==> config.mk <==
export PLATFORM = sky130hd
export DESIGN_NAME = calc_cmd_engine
export DESIGN_NICKNAME = d
export VERILOG_FILES = /design/src/rtl/calc_cmd_engine.sv
export SDC_FILE = /design/constraint.sdc
export NUM_CORES = 1
export LEC_CHECK = 0
export ABC_AREA = 1
export CORE_MARGIN = 5
export CORE_UTILIZATION = 46
export DETAILED_ROUTE_END_ITERATION = 7
export GPL_ROUTABILITY_DRIVEN = 0
export HOLD_SLACK_MARGIN = 0.12
export SETUP_SLACK_MARGIN = 0.02
export SLEW_MARGIN = 20
export SYNTH_ARGS = -nofsm -noshare
export SYNTH_HDL_FRONTEND = slang
export SYNTH_SLANG_ARGS = --single-unit
==> constraint.sdc <==
create_clock -name i_clk -period 8.3 [get_ports i_clk]
set_input_delay 1.66 -clock i_clk [delete_from_list [all_inputs] [get_ports i_clk]]
set_output_delay 1.66 -clock i_clk [all_outputs]
set_load 0.05 [all_outputs]
==> src/rtl/calc_cmd_engine.sv <==
// calc_cmd_engine: parses "<A><op><B><term>" ASCII expressions from a UART RX stream and returns the decimal result (or "E") plus CR LF over a UART TX handshake.
// Ports: i_clk clock; i_rst_n async active-low reset; i_rx_valid/i_rx_data received byte strobe;
//        i_tx_busy transmitter busy; o_tx_start/o_tx_data transmit request; o_ready high while accepting input.
module calc_cmd_engine #(
    parameter logic [7:0] TERM_CHAR = 8'h0D,
    parameter bit         ECHO      = 1'b0
) (
    input  logic       i_clk,
    input  logic       i_rst_n,
    input  logic       i_rx_valid,
    input  logic [7:0] i_rx_data,
    input  logic       i_tx_busy,
    output logic       o_tx_start,
    output logic [7:0] o_tx_data,
    output logic       o_ready
);
    typedef enum logic [2:0] {S_OPA, S_OPB, S_ECHO, S_CALC, S_DIV, S_CONV, S_SEND, S_ERR} state_t;
    localparam logic [31:0] POW [10] = '{32'd1, 32'd10, 32'd100, 32'd1000, 32'd10000, 32'd100000,
                                          32'd1000000, 32'd10000000, 32'd100000000, 32'd1000000000};
    state_t      r_state, w_next, w_ret, w_proc;
    logic [15:0] r_a, r_b, r_quo, r_rem, w_sub;
    logic [1:0]  r_op, w_opcode, r_txph;
    logic        r_na, r_nb, r_err, r_ovf, r_neg, r_ret_b, r_tx_start;
    logic [31:0] r_mag;
    logic [3:0]  r_buf [10];
    logic [3:0]  r_dcnt, r_dig, r_pidx, r_pos, r_cnt;
    logic [7:0]  r_echo, r_tx_data, w_byte, w_tx_byte;
    logic        w_in_b, w_rx_ok, w_feed, w_digit, w_opc, w_term, w_skip, w_take_op;
    logic        w_tx_req, w_tx_done, w_last, w_ge, w_resp;
    logic [19:0] w_acc;
    logic [16:0] w_sh;
    // During an echo the held byte is processed in the context of the state it arrived in.
    assign w_in_b    = (r_state == S_OPB) || (r_state == S_ECHO && r_ret_b);
    assign w_rx_ok   = (r_state == S_OPA || r_state == S_OPB) && i_rx_valid;
    assign w_tx_done = (r_txph == 2'd2) && !i_tx_busy;
    assign w_feed    = (!ECHO && w_rx_ok) || (r_state == S_ECHO && w_tx_done);
    assign w_byte    = (r_state == S_ECHO) ? r_echo : i_rx_data;
    assign w_digit   = (w_byte >= 8'h30) && (w_byte <= 8'h39);
    assign w_opc     = w_byte inside {8'h2B, 8'h2D, 8'h2A, 8'h2F};
    assign w_opcode  = (w_byte == 8'h2B) ? 2'd0 : (w_byte == 8'h2D) ? 2'd1 : (w_byte == 8'h2A) ? 2'd2 : 2'd3;
    assign w_term    = (w_byte == TERM_CHAR) || (w_byte == 8'h3D);
    assign w_skip    = (w_byte == 8'h20) || (w_byte == 8'h0A);
    assign w_take_op = !w_in_b && w_opc && r_na;
    assign w_acc     = {4'd0, w_in_b ? r_b : r_a} * 20'd10 + {16'd0, w_byte[3:0]};
    assign w_ret     = w_in_b ? S_OPB : S_OPA;
    assign w_proc    = w_term ? ((w_in_b && r_nb && !r_err && !r_ovf) ? S_CALC : S_ERR) : w_take_op ? S_OPB : w_ret;
    // Restoring divider step: shift next dividend bit in, subtract when it fits.
    assign w_sh      = {r_rem, r_quo[15]};
    assign w_ge      = w_sh >= {1'b0, r_b};
    assign w_sub     = w_sh[15:0] - r_b;
    assign w_resp    = (r_state == S_SEND) || (r_state == S_ERR);
    assign w_tx_req  = w_resp || (r_state == S_ECHO);
    assign w_last    = (r_state == S_ERR) ? (r_pos == 4'd2) : (r_pos == r_dcnt + 4'd2);
    assign o_ready    = (r_state == S_OPA) || (r_state == S_OPB);
    assign o_tx_start = r_tx_start;
    assign o_tx_data  = r_tx_data;
    // Response byte at r_pos: SEND is '-', digits 1..r_dcnt, CR, LF; ERR is 'E', CR, LF.
    always_comb begin
        w_tx_byte = r_echo;
        if (r_state == S_ERR)
            w_tx_byte = (r_pos == 4'd0) ? 8'h45 : (r_pos == 4'd1) ? 8'h0D : 8'h0A;
        else if (r_state == S_SEND)
            w_tx_byte = (r_pos == 4'd0) ? 8'h2D : (r_pos <= r_dcnt) ? 8'h30 + {4'd0, r_buf[r_pos - 4'd1]} :
                        (r_pos == r_dcnt + 4'd1) ? 8'h0D : 8'h0A;
    end
    always_comb begin
        w_next = r_state;
        case (r_state)
            S_OPA, S_OPB: if (i_rx_valid) w_next = ECHO ? S_ECHO : w_proc;
            S_ECHO:       if (w_tx_done) w_next = w_proc;
            S_CALC:       w_next = (r_op != 2'd3) ? S_CONV : (r_b == 16'd0) ? S_ERR : S_DIV;
            S_DIV:        if (r_cnt == 4'd15) w_next = S_CONV;
            S_CONV:       if (r_pidx == 4'd0 && r_mag == 32'd0) w_next = S_SEND;
            default:      if (w_tx_done && w_last) w_next = S_OPA;
        endcase
    end
    always_ff @(posedge i_clk or negedge i_rst_n) begin
        if (!i_rst_n) r_state <= S_OPA;
        else          r_state <= w_next;
    end
    always_ff @(posedge i_clk or negedge i_rst_n) begin
        if (!i_rst_n) begin
            r_a <= '0; r_b <= '0; r_op <= '0; r_na <= 1'b0; r_nb <= 1'b0;
            r_err <= 1'b0; r_ovf <= 1'b0; r_neg <= 1'b0; r_ret_b <= 1'b0; r_echo <= '0;
            r_mag <= '0; r_quo <= '0; r_rem <= '0; r_cnt <= '0; r_buf <= '{default: 4'd0};
            r_dcnt <= '0; r_dig <= '0; r_pidx <= '0; r_pos <= '0;
            r_txph <= '0; r_tx_start <= 1'b0; r_tx_data <= '0;
        end else begin
            r_tx_start <= 1'b0;
            if (ECHO && w_rx_ok) begin
                r_echo  <= i_rx_data;
                r_ret_b <= (r_state == S_OPB);
            end
            if (w_feed) begin
                if (w_digit) begin
                    if (w_in_b) begin r_b <= w_acc[15:0]; r_nb <= 1'b1; end
                    else        begin r_a <= w_acc[15:0]; r_na <= 1'b1; end
                    if (w_acc > 20'd65535) r_ovf <= 1'b1;
                end else if (w_take_op) r_op <= w_opcode;
                else if (!w_term && !w_skip) r_err <= 1'b1;
            end
            if (r_state == S_CALC) begin
                r_neg  <= (r_op == 2'd1) && (r_a < r_b);
                r_mag  <= (r_op == 2'd0) ? {16'd0, r_a} + {16'd0, r_b} :
                          (r_op == 2'd1) ? ((r_a >= r_b) ? {16'd0, r_a - r_b} : {16'd0, r_b - r_a}) :
                          {16'd0, r_a} * {16'd0, r_b};
                r_quo  <= r_a; r_rem <= '0; r_cnt <= '0;
                r_pidx <= 4'd9; r_dig <= '0; r_dcnt <= '0;
            end
            if (r_state == S_DIV) begin
                r_rem <= w_ge ? w_sub : w_sh[15:0];
                r_quo <= {r_quo[14:0], w_ge};
                r_cnt <= r_cnt + 4'd1;
                r_mag <= {16'd0, r_quo[14:0], w_ge};
            end
            // One subtract or compare per cycle; a digit is stored once the current power no longer fits.
            if (r_state == S_CONV) begin
                if (r_mag >= POW[r_pidx]) begin
                    r_mag <= r_mag - POW[r_pidx];
                    r_dig <= r_dig + 4'd1;
                end else begin
                    if (r_dig != 4'd0 || r_dcnt != 4'd0 || r_pidx == 4'd0) begin
                        r_buf[r_dcnt] <= r_dig;
                        r_dcnt <= r_dcnt + 4'd1;
                    end
                    r_dig <= '0;
                    if (r_pidx != 4'd0) r_pidx <= r_pidx - 4'd1;
                end
            end
            if (w_next != r_state) r_pos <= (w_next == S_SEND && !r_neg) ? 4'd1 : 4'd0;
            else if (w_tx_done && w_resp) r_pos <= r_pos + 4'd1;
            if (w_tx_done && w_resp && w_last) begin
                r_a <= '0; r_b <= '0; r_op <= '0; r_na <= 1'b0; r_nb <= 1'b0;
                r_err <= 1'b0; r_ovf <= 1'b0; r_neg <= 1'b0;
            end
            // Handshake: issue when idle, then wait for busy to rise and fall before the next byte.
            case (r_txph)
                2'd0: if (w_tx_req && !i_tx_busy) begin
                    r_tx_start <= 1'b1;
                    r_tx_data  <= w_tx_byte;
                    r_txph     <= 2'd1;
                end
                2'd1: if (i_tx_busy) r_txph <= 2'd2;
                2'd2: if (!i_tx_busy) r_txph <= 2'd0;
                default: r_txph <= 2'd0;
            endcase
        end
    end
endmodule
==> results of run 1 <==
[how the worst min path moves through the flow]
| stage | to | slack, ns | startpoint |
|---|---|---|---|
| after floorplan | r_cnt[3] | 0.44 | r_cnt[3] |
| after global placement | r_cnt[3] | 0.46 | r_cnt[3] |
| after global routing | r_buf[0] | 0.51 | r_buf[0] |
| final | r_cnt[3] | 0.48 | r_cnt[3] |
| after detailed placement | r_cnt[3] | 0.47 | r_cnt[3] |
| after CTS | r_cnt[3] | 0.48 | r_cnt[3] |
[stage by stage]
step / std cells / setup slack (ns) / power (mW)
6_report: 4013 / 1.71 / 9.78
5_1_grt: 4013 / 1.34 / 10.8
4_1_cts: 4013 / 1.72 / 9.73
3_5_place_dp: 3981 / 1.75 / 8.79
3_3_place_gp: 3981 / 1.84 / 8.70
2_1_floorplan: 3388 / 2.42 / 6.75
[kinds of logic after synthesis]
| kind of cell | share of synthesized area |
|---|---|
| adders and majority gates | 0.297 |
| xor gates and xnor gates | 0.0320 |
| other | 0.000156 |
| muxes | 0.000832 |
| and+or+nand+nor | 0.221 |
| DFF | 0.183 |
| AOI/OAI and AO/OA | 0.145 |
| buffers and inverters | 0.121 |
[worst reg2reg max path: stages, from the launching register on]
cell      delay (ns)
dfrtp_1         0.94
ha_1            0.34
inv_1           0.08
fa_1            0.48
inv_1           0.07
fa_1            0.50
inv_1           0.05
fa_1            0.47
inv_1           0.05
fa_1            0.51
fa_1            0.55
inv_1           0.06
fa_1            0.53
inv_1           0.05
ha_1            0.35
a21oi_1         0.28
o21a_1          0.17
nand2_1         0.07
a31o_2          0.23
nand2_1         0.08
nand2_1         0.05
o21ai_0         0.25
nand3b_1        0.19
nand2_1         0.06
a21oi_1         0.12
[cell usage in the layout, fill, tap and decap left out, drive strengths merged, types with 3 or more instances in the layout]
master,n
dfrtp,176
nand3b,8
clkdlybuf4s50,19
nor2,226
nor4,14
a22oi,5
xor2,63
a21o,17
o221ai,8
o21ai,276
xnor2,25
clkbuf,17
nand2,820
nand4,31
a21boi,8
o22ai,8
fa,201
or2,18
ha,250
o31ai,3
nor3,38
o21bai,19
buf,25
a31oi,9
inv,632
a22o,3
o211ai,19
a221o,11
nand3,128
clkinv,10
a21oi,227
[cell type report]
type | instances | area [sq um]
fill | 5166 | 26200
multi-input combinational | 2454 | 16800
sequential | 176 | 4400
inverter | 627 | 2350
tap | 680 | 851
clock buffer | 17 | 425
timing repair buffer | 44 | 385
clock inverter | 15 | 209
[flip-flops by register name, indices dropped and copies added, names as in the netlist, 4 cells and up]
| name | count |
|---|---|
| o_tx_data | 7 |
| r_a | 16 |
| r_b | 16 |
| r_buf | 40 |
| r_cnt | 4 |
| r_dcnt | 4 |
| r_dig | 4 |
| r_mag | 32 |
| r_pidx | 4 |
| r_pos | 4 |
| r_quo | 16 |
| r_rem | 16 |
[power groups by stage]
stage          clock, mW  sequential, mW  combinational, mW
6_report           0.881            1.69               7.21
5_1_grt            0.932            1.73               8.12
4_1_cts            0.905            1.68               7.15
3_5_place_dp           0            1.69               7.10
3_3_place_gp           0            1.67               7.03
2_1_floorplan          0            1.38               5.37
[routing by layer]
metal,vias to the layer above,part of all wire,GRT usage
met5,-,0,0
met4,0,0.042,0.107
met3,172,0.063,0.0428
met2,778,0.45,0.427
met1,10655,0.44,0.360
li1,10584,-,-
==> run metrics, run 1 <==
status finished, final reports clean; Post-Syn Nets just under 4k; clock power share 0.090; Slew HR 0.294; count of cells resized by post-cts repair 0; Warnings, synthesis 9; TritonRoute pass-1 iters 6; DR vias 22.2k; Crit path depth 24; Routed Antenna Nets 0; max_cap viols 0; clock skew between 0.02 and 0.025 ns; critical-path cell list ha_1, inv_1, fa_1, inv_1, fa_1, inv_1, fa_1, inv_1, fa_1, fa_1, inv_1, fa_1, inv_1, ha_1, a21oi_1, o21a_1, nand2_1, a31o_2, nand2_1, nand2_1, o21ai_0, nand3b_1, nand2_1, a21oi_1; top cells by count, synth nand2_1 (820), inv_1 (615), o21ai_0 (256); Crit-path slowest cell dfrtp_1; Worst Reg2Reg Path Length in Cells 24; setup violators final 0; # port buffers 20; initial antenna violation count 0; Setup crit end kind flop; Overall Global Routing Usage 0.266; Leak ~14 nW; Seq cells post-synth 176; post-synth cell types 59; RSZ-0062 raised after global routing false; Iteration-0 DRC Markers slightly above 2k; fin util 0.492; Synth top area share 0.183; CTS hold repair buffers 0; Die H 239 um; buffer and inverter count on the worst path 6; CP Launch Point r_a[7]; Startpoint Class flop; placed cell areas 24800 sq um; chip width 239 um; io pins 22; EDFF count, synth 0; Post-DP HPWL between 50000 and 60000 um; CP required between 8 and 9 ns; final wirelength between 70000 and 80000 um; combinational power share 0.737; Tcrit/Tclk final 0.795; Vias/cell roughly 5.5; Fin Setup TNS 0 ns; final hold vios 0; Num CTS Buffers 17; Clock Latency Late Sink about 0.50 ns; post-synthesis sequential area ratio 0.183; Synth area leaders dfrtp_1 (18%), fa_1 (17%), ha_1 (13%); Net Switching ~5.7 mW; Fin Hold WS 0.483 ns; clk root buf clkbuf_16; VDD IR max approximately 0.00024 V; worst-margin pin slew ~1.1 ns; top achievable clock speed around 150 MHz; Seq pwr share 0.173; Syn-to-layout area delta 5.52%; r2r startpoint r_a[7]; Worst path max stage delay around 0.94 ns; largest net degree at the start of global routing between 90 and 100; global-route wire length before repair approximately 120000 um; Avg Cell Area, Syn just over 7 sq um; leading area contributor after synthesis dfrtp_1; cell with the most instances after synthesis nand2_1; Worst Hold Class reg2reg; Routed WL per cell 18.7 um; Nets 3783; clock-pin transition on the worst setup and hold timing paths ~0.090 ns; clock tree sinks 176; Crit path max-delay family adder cells; Rows between 80 and 90; PwrDens 385 nW/um^2; vias in the first global route approximately 22k; DRC violations left 0; Core Box Area between 50000 and 60000 sq um; Mapped Cells between 3k and 4k; layout cells sized above 1 0.0306; CP max FO 20; arrival time worst endpoint roughly 7 ns; GRT Residual Overflow 0; reg2reg setup slack about 1.7 ns; final worst path period need 6.59 ns; CTS max path bufs 2; post-synthesis async set-or-reset flop share 1.00; crit path capture r_mag[15]; Most used DFF post-synth dfrtp_1; capture point of the worst reg-to-reg path r_mag[15]; die area around 57000 sq um; Switching Fraction 0.588; Setup Crit Path Kind reg2reg; synthesized area 24100 sq um; Initial Utilization 0.466; TritonCTS clock tree built; Max H-tree Level 4; WHS Path Cells 1; post-route design area ~25000 sq um; ant diodes 0; Post-CTS Repair Setup Buffers 0; Internal Pwr Total between 4 and 5 mW; max-slew violations 0
Note: power is estimated with default switching activity, not from simulation.
==> run 2, diff against run 1 <==
- clock period: 8.3 -> 5.8 ns (I/O delays scaled with it)
==> run metrics, run 2 (same netlist as run 1, synthesis figures left out) <==
Largest regs r_buf: 40 flops, r_mag: 32 flops (unchanged); Num CTS Buffers 17 (unchanged); setup violators final 0 (unchanged); DRC violations left 0 (unchanged); Hold Crit Start r_cnt[3] (unchanged); # port buffers 20 (unchanged); ant diodes 0 (unchanged); capture point of the worst reg-to-reg path r_mag[14] (was r_mag[15]); Routed WL per cell 18.4 um (was 18.7 um); PwrDens 566 nW/um^2 (was 385 nW/um^2); Initial Utilization 0.466 (unchanged); Min-Delay Endpoint r_cnt[3] (unchanged); clock skew 0.0179 ns (was 0.0222 ns); Leak 14.7 nW (was 13.7 nW); fin util 0.534 (was 0.492); reg2reg setup slack 0.13 ns (was 1.71 ns); Worst Hold Class reg2reg (unchanged); TritonCTS clock tree built (unchanged); final wirelength 77100 um (was 75200 um); most common cell after layout, fill and taps aside nand2_1 (unchanged); clk root buf clkbuf_16 (unchanged); Nets 3963 (was 3783); Slew HR 0.366 (was 0.294); Clock Latency Late Sink 0.50 ns (about the same); Worst path max stage delay 0.58 ns (was 0.94 ns); io pins 22 (unchanged); Syn-to-layout area delta 14.6% (was 5.52%); Rows 83 (unchanged); Crit-path slowest cell fa_1 (was dfrtp_1); layout cells sized above 1 0.124 (was 0.0306); CP required 6.24 ns (was 8.72 ns); status finished, final reports clean (unchanged); chip width 239 um (unchanged); final hold vios 0 (unchanged); WHS Path Cells 1 (unchanged); clock tree sinks 176 (unchanged); Iteration-0 DRC Markers 2006 (was 2067); TritonRoute pass-1 iters 8 (was 6); die area 57000 sq um (unchanged); Max H-tree Level 4 (unchanged); Die H 239 um (unchanged); global-route wire length before repair 123000 um (was 121000 um); Final Power 15.6 mW (was 9.78 mW); largest net degree at the start of global routing 91 (was 97); Layout Cells excl Fill 4193 (was 4013); clock-pin transition on the worst setup and hold timing paths 0.09 ns (about the same); Vias/cell 5.52 (was 5.53); arrival time worst endpoint 6.11 ns (was 7.01 ns); Setup Crit Path Kind reg2reg (unchanged); RSZ-0062 raised after global routing true (was false); CTS hold repair buffers 0 (unchanged); max-slew violations 0 (unchanged); initial antenna violation count 1 (was 0); Largest register FFs 40 (unchanged); vias in the first global route 23.2k (was 22.2k); VDD IR max 0.000385 V (was 0.000240 V); top achievable clock speed 176 MHz (was 152 MHz); Routed Antenna Nets 0 (unchanged); Largest Register r_buf (unchanged); max_cap viols 0 (unchanged); Post-DP HPWL 61400 um (was 58700 um); Worst Reg2Reg Path Length in Cells 24 (unchanged); DR vias 23.1k (was 22.2k); r2r startpoint r_a[8] (was r_a[7]); Startpoint Class flop (unchanged); Overall Global Routing Usage 0.270 (was 0.266); Core Box Area 51600 sq um (unchanged); Worst path most repeated cell fa_1; worst-margin pin slew 0.949 ns (was 1.06 ns); critical-path cell list buf_8, buf_4, nand2_2, fa_1, fa_1, fa_2, fa_1, inv_2, fa_1, inv_1, fa_1, inv_2, ha_4, a21oi_4, buf_4, o21ai_1, a21oi_2, inv_2, a21oi_1, o21ai_1, buf_4, nand3_1, nand2_1, a21oi_2 (was ha_1, inv_1, fa_1, inv_1, fa_1, inv_1, fa_1, inv_1, fa_1, fa_1, inv_1, fa_1, inv_1, ha_1, a21oi_1, o21a_1, nand2_1, a31o_2, nand2_1, nand2_1, o21ai_0, nand3b_1, nand2_1, a21oi_1); GRT Residual Overflow 0 (unchanged); placed instance count 4125 (was 3981); Setup crit end kind flop (unchanged); CTS max path bufs 2 (unchanged); CP max FO 7 (was 20); commonest cells after routing, fill and taps aside nand2_1 (798), inv_1 (591), o21ai_0 (233), ha_1 (228), nor2_1 (215) (was nand2_1 (820), inv_1 (613), o21ai_0 (256), ha_1 (250), a21oi_1 (225)); final worst path period need 5.67 ns (was 6.59 ns); Tcrit/Tclk final 0.978 (was 0.795)
[run 2: area by class of cell]
type,instances,area (sq um)
Sequential cell,176,4430
Inverter,627,2350
Tap cell,680,851
Clock inverter,15,225
Timing Repair Buffer,224,1870
Fill cell,5003,24000
Clock buffer,17,425
Multi-Input combinational cell,2454,17400
[run 2: how the worst max path moves through the flow]
stage | startpoint | end | slack, ns | cells after the start
after CTS | r_a[8] | r_mag[26] | -0.01 | 27
after global routing | r_b[12] | r_mag[28] | -0.08 | 24
after detailed placement | r_b[8] | r_mag[23] | -0.35 | 21
final | r_a[8] | r_mag[14] | 0.13 | 24
after floorplan | r_b[12] | r_mag[26] | 0.02 | 24
after global placement | r_b[8] | r_mag[23] | -0.36 | 21
[run 2: worst max-delay path, delay by kind of cell (launching register included)]
family / cells / cell delay, ns
adders and majority gates: 7 / 3.25
and+or+nand+nor: 3 / 0.28
AOI/OAI and AO/OA: 6 / 0.82
DFF: 1 / 0.45
buffers and inverters: 8 / 0.82
[run 2: through the flow]
| step | TNS [ns] | hold slack, ns | instance area (sq um) | worst slack [ns] |
|---|---|---|---|---|
| 6_report | 0 | 0.475 | 27600 | 0.126 |
| 5_1_grt | -0.297 | 0.513 | 27600 | -0.0772 |
| 4_1_cts | -0.0102 | 0.473 | 26800 | -0.0102 |
| 3_5_place_dp | -2.83 | 0.464 | 25900 | -0.347 |
| 3_3_place_gp | -1.97 | 0.454 | 25900 | -0.361 |
| 2_1_floorplan | 0 | 0.441 | 24100 | 0.0218 |
[run 2: layer usage]
metal / GRT usage / vias up / routed length, um / share of wire
li1: - / 10941 / - / -
met1: 0.356 / 11196 / 33400 / 0.43
met2: 0.451 / 805 / 36100 / 0.47
met3: 0.0416 / 189 / 4610 / 0.060
met4: 0.0983 / 0 / 2990 / 0.039
met5: 0 / - / 0 / 0
[run 2: what timing repair did]
action / CTS / global route
pin swaps: 21 / 100
setup buffers: 10 / 27
resized for setup: 59 / 164
endpoints found under the setup margin: 20 / 24
[run 2: power breakdown]
part | switching (mW) | internal, mW
clock | 0.659 | 0.638
combinational | 7.58 | 4.62
sequential | 0.480 | 1.64
==> run 3, diff against run 2 <==
- HOLD_SLACK_MARGIN: 0.12 -> 0.03
- clock period: 5.8 -> 6 ns (I/O delays scaled with it)
==> run metrics, run 3 (same netlist as run 1, synthesis figures left out) <==
status finished, final reports clean (unchanged); commonest cells after routing, fill and taps aside nand2_1 (813), inv_1 (610), o21ai_0 (242), ha_1 (236), nor2_1 (220) (was nand2_1 (798), inv_1 (591), o21ai_0 (233), ha_1 (228), nor2_1 (215)); # port buffers 20 (unchanged); Leak 14.2 nW (was 14.7 nW); arrival time worst endpoint 6.13 ns (was 6.11 ns); fin util 0.515 (was 0.534); ant diodes 0 (unchanged); placed instance count 4043 (was 4125); clock skew 0.0145 ns (was 0.0179 ns); number of fill cells 5019 (was 5003); combinational power share 0.765 (was 0.781); max_cap viols 0 (unchanged); clk root buf clkbuf_16 (unchanged); chip width 239 um (unchanged); Max H-tree Level 4 (unchanged); clock power share 0.087 (was 0.083); Initial Utilization 0.466 (unchanged); Startpoint Class flop (unchanged); buffer and inverter count on the worst path 6 (was 8); Net Switching 8.03 mW (was 8.71 mW); Core Box Area 51600 sq um (unchanged); Routed Antenna Nets 0 (unchanged); TritonCTS clock tree built (unchanged); Worst path max stage delay 0.56 ns (was 0.58 ns); RSZ-0062 raised after global routing true (unchanged); most common cell after layout, fill and taps aside nand2_1 (unchanged); CTS max path bufs 2 (unchanged); final wirelength 75800 um (was 77100 um); Layout Cells excl Fill 4105 (was 4193); Slew HR 0.297 (was 0.366); largest net degree at the start of global routing 93 (was 91); worst-margin pin slew 1.05 ns (was 0.949 ns); CTS hold repair buffers 0 (unchanged); Nets 3875 (was 3963); clock tree sinks 176 (unchanged); clock-pin transition on the worst setup and hold timing paths 0.08 ns (was 0.09 ns); Syn-to-layout area delta 10.4% (was 14.6%); VDD IR max 0.000421 V (was 0.000385 V); Setup Crit Path Kind reg2reg (unchanged); Seq pwr share 0.148 (was 0.136); setup violators final 0 (unchanged); Largest regs r_buf: 40 flops, r_mag: 32 flops (unchanged); Crit path max-delay family adder cells (unchanged); CP max FO 6 (was 7); die area 57000 sq um (unchanged); DRC violations left 0 (unchanged); global-route wire length before repair 120000 um (was 123000 um); vias in the first global route 22.8k (was 23.2k); Num CTS Buffers 17 (unchanged); Fin Setup TNS 0 ns (unchanged); Overall Global Routing Usage 0.264 (was 0.270); Worst Hold Class reg2reg (unchanged); top achievable clock speed 174 MHz (was 176 MHz); Die H 239 um (unchanged); Post-DP HPWL 60600 um (was 61400 um); io pins 22 (unchanged); Tcrit/Tclk final 0.959 (was 0.978); GRT Residual Overflow 0 (unchanged); DR vias 22.7k (was 23.1k); Reg area 4430 sq um (about the same); Largest register FFs 40 (unchanged); final worst slack 0.248 ns (was 0.126 ns); Crit-path slowest cell fa_2 (was fa_1); Vias/cell 5.54 (was 5.52); Setup crit end kind flop (unchanged); layout cells sized above 1 0.0803 (was 0.124); Switching Fraction 0.570 (was 0.558); Rows 83 (unchanged); TritonRoute pass-1 iters 6 (was 8); Internal Pwr Total 6.05 mW (was 6.90 mW); Place WS -0.0439 ns (was -0.347 ns); final worst path period need 5.75 ns (was 5.67 ns); Iteration-0 DRC Markers 1714 (was 2006); CP required 6.38 ns (was 6.24 ns); final hold vios 0 (unchanged); PwrDens 530 nW/um^2 (was 566 nW/um^2); initial antenna violation count 0 (was 1); Largest Register r_buf (unchanged); critical-path cell list buf_6, nand2_1, inv_1, fa_1, inv_2, fa_2, inv_1, fa_1, fa_2, fa_1, inv_1, fa_1, inv_1, ha_4, nand4_1, nor3_2, nand4_1, nand3_2, a21o_1, nand2_1, nand2_1, a21oi_1, a21oi_1, nor2_1 (was buf_8, buf_4, nand2_2, fa_1, fa_1, fa_2, fa_1, inv_2, fa_1, inv_1, fa_1, inv_2, ha_4, a21oi_4, buf_4, o21ai_1, a21oi_2, inv_2, a21oi_1, o21ai_1, buf_4, nand3_1, nand2_1, a21oi_2); Multi-input gate area 17100 sq um (was 17400 sq um); Routed WL per cell 18.5 um (was 18.4 um); max-slew violations 0 (unchanged); Clock Latency Late Sink 0.49 ns (was 0.50 ns)
-- run 3: cell count changes in the layout (fill, tap and decap cells not counted), moves of 12 or more --
| cell | previous run | this run |
|---|---|---|
| nand2_1 | 798 | 813 |
| inv_1 | 591 | 610 |
| fa_2 | 18 | 6 |
| inv_2 | 32 | 14 |
| fa_1 | 183 | 195 |
| buf_4 | 183 | 97 |
-- run 3: path summary, 6_finish.rpt --
| check | start | end | slack, ns | depth (start not counted) |
|---|---|---|---|---|
| worst min-delay path | r_cnt[3] | r_cnt[3] | 0.47 | 1 |
| worst min register to register | r_cnt[3] | r_cnt[3] | 0.47 | 1 |
| max in group asynchronous | i_rst_n | r_b[13] | 4.15 | 2 |
| min in group asynchronous | i_rst_n | r_buf[32] | 0.75 | 1 |
| worst max-delay path | r_b[4] | r_mag[29] | 0.25 | 24 |
| worst max register to register | r_b[4] | r_mag[29] | 0.25 | 24 |
-- run 3: timing repair --
action,4_1_cts,5_1_grt
pin swaps,0,48
resized for setup,3,117
setup endpoints to repair,6,21
buffers inserted,0,30
-- run 3: final cells by class --
| class | count | share of cell area |
|---|---|---|
| Clock inverter | 15 | 0.00786 |
| Timing Repair Buffer | 136 | 0.0465 |
| Sequential cell | 176 | 0.167 |
| Inverter | 627 | 0.0886 |
| Clock buffer | 17 | 0.0160 |
| Multi-Input combinational cell | 2454 | 0.642 |
| Tap cell | 680 | 0.0320 |
-- run 3: metal layers --
layer | up-vias | track usage | wire length [um]
met4 | 0 | 0.101 | 2970
li1 | 10766 | - | -
met3 | 183 | 0.0501 | 5090
met5 | - | 0 | 0
met1 | 11005 | 0.346 | 32600
met2 | 772 | 0.433 | 35100
-- run 3: power groups by stage --
stage                     registers, mW  clock network [mW]  logic (mW)
after floorplan                    1.91                   0        7.43
after global placement             2.10                   0        9.99
after detailed placement           2.11                   0        10.1
after CTS                          2.09                1.25        10.2
after global routing               2.13                1.30        12.0
final                              2.09                1.22        10.8
-- run 3: metrics by stage --
step                hold slack [ns]  power, mW  instance area [sq um]
finish                        0.472       14.1                  26600
floorplan                     0.441       9.34                  24100
global route                  0.493       15.4                  26600
global placement              0.451       12.1                  25300
CTS                           0.468       13.5                  25900
detailed placement            0.459       12.2                  25300
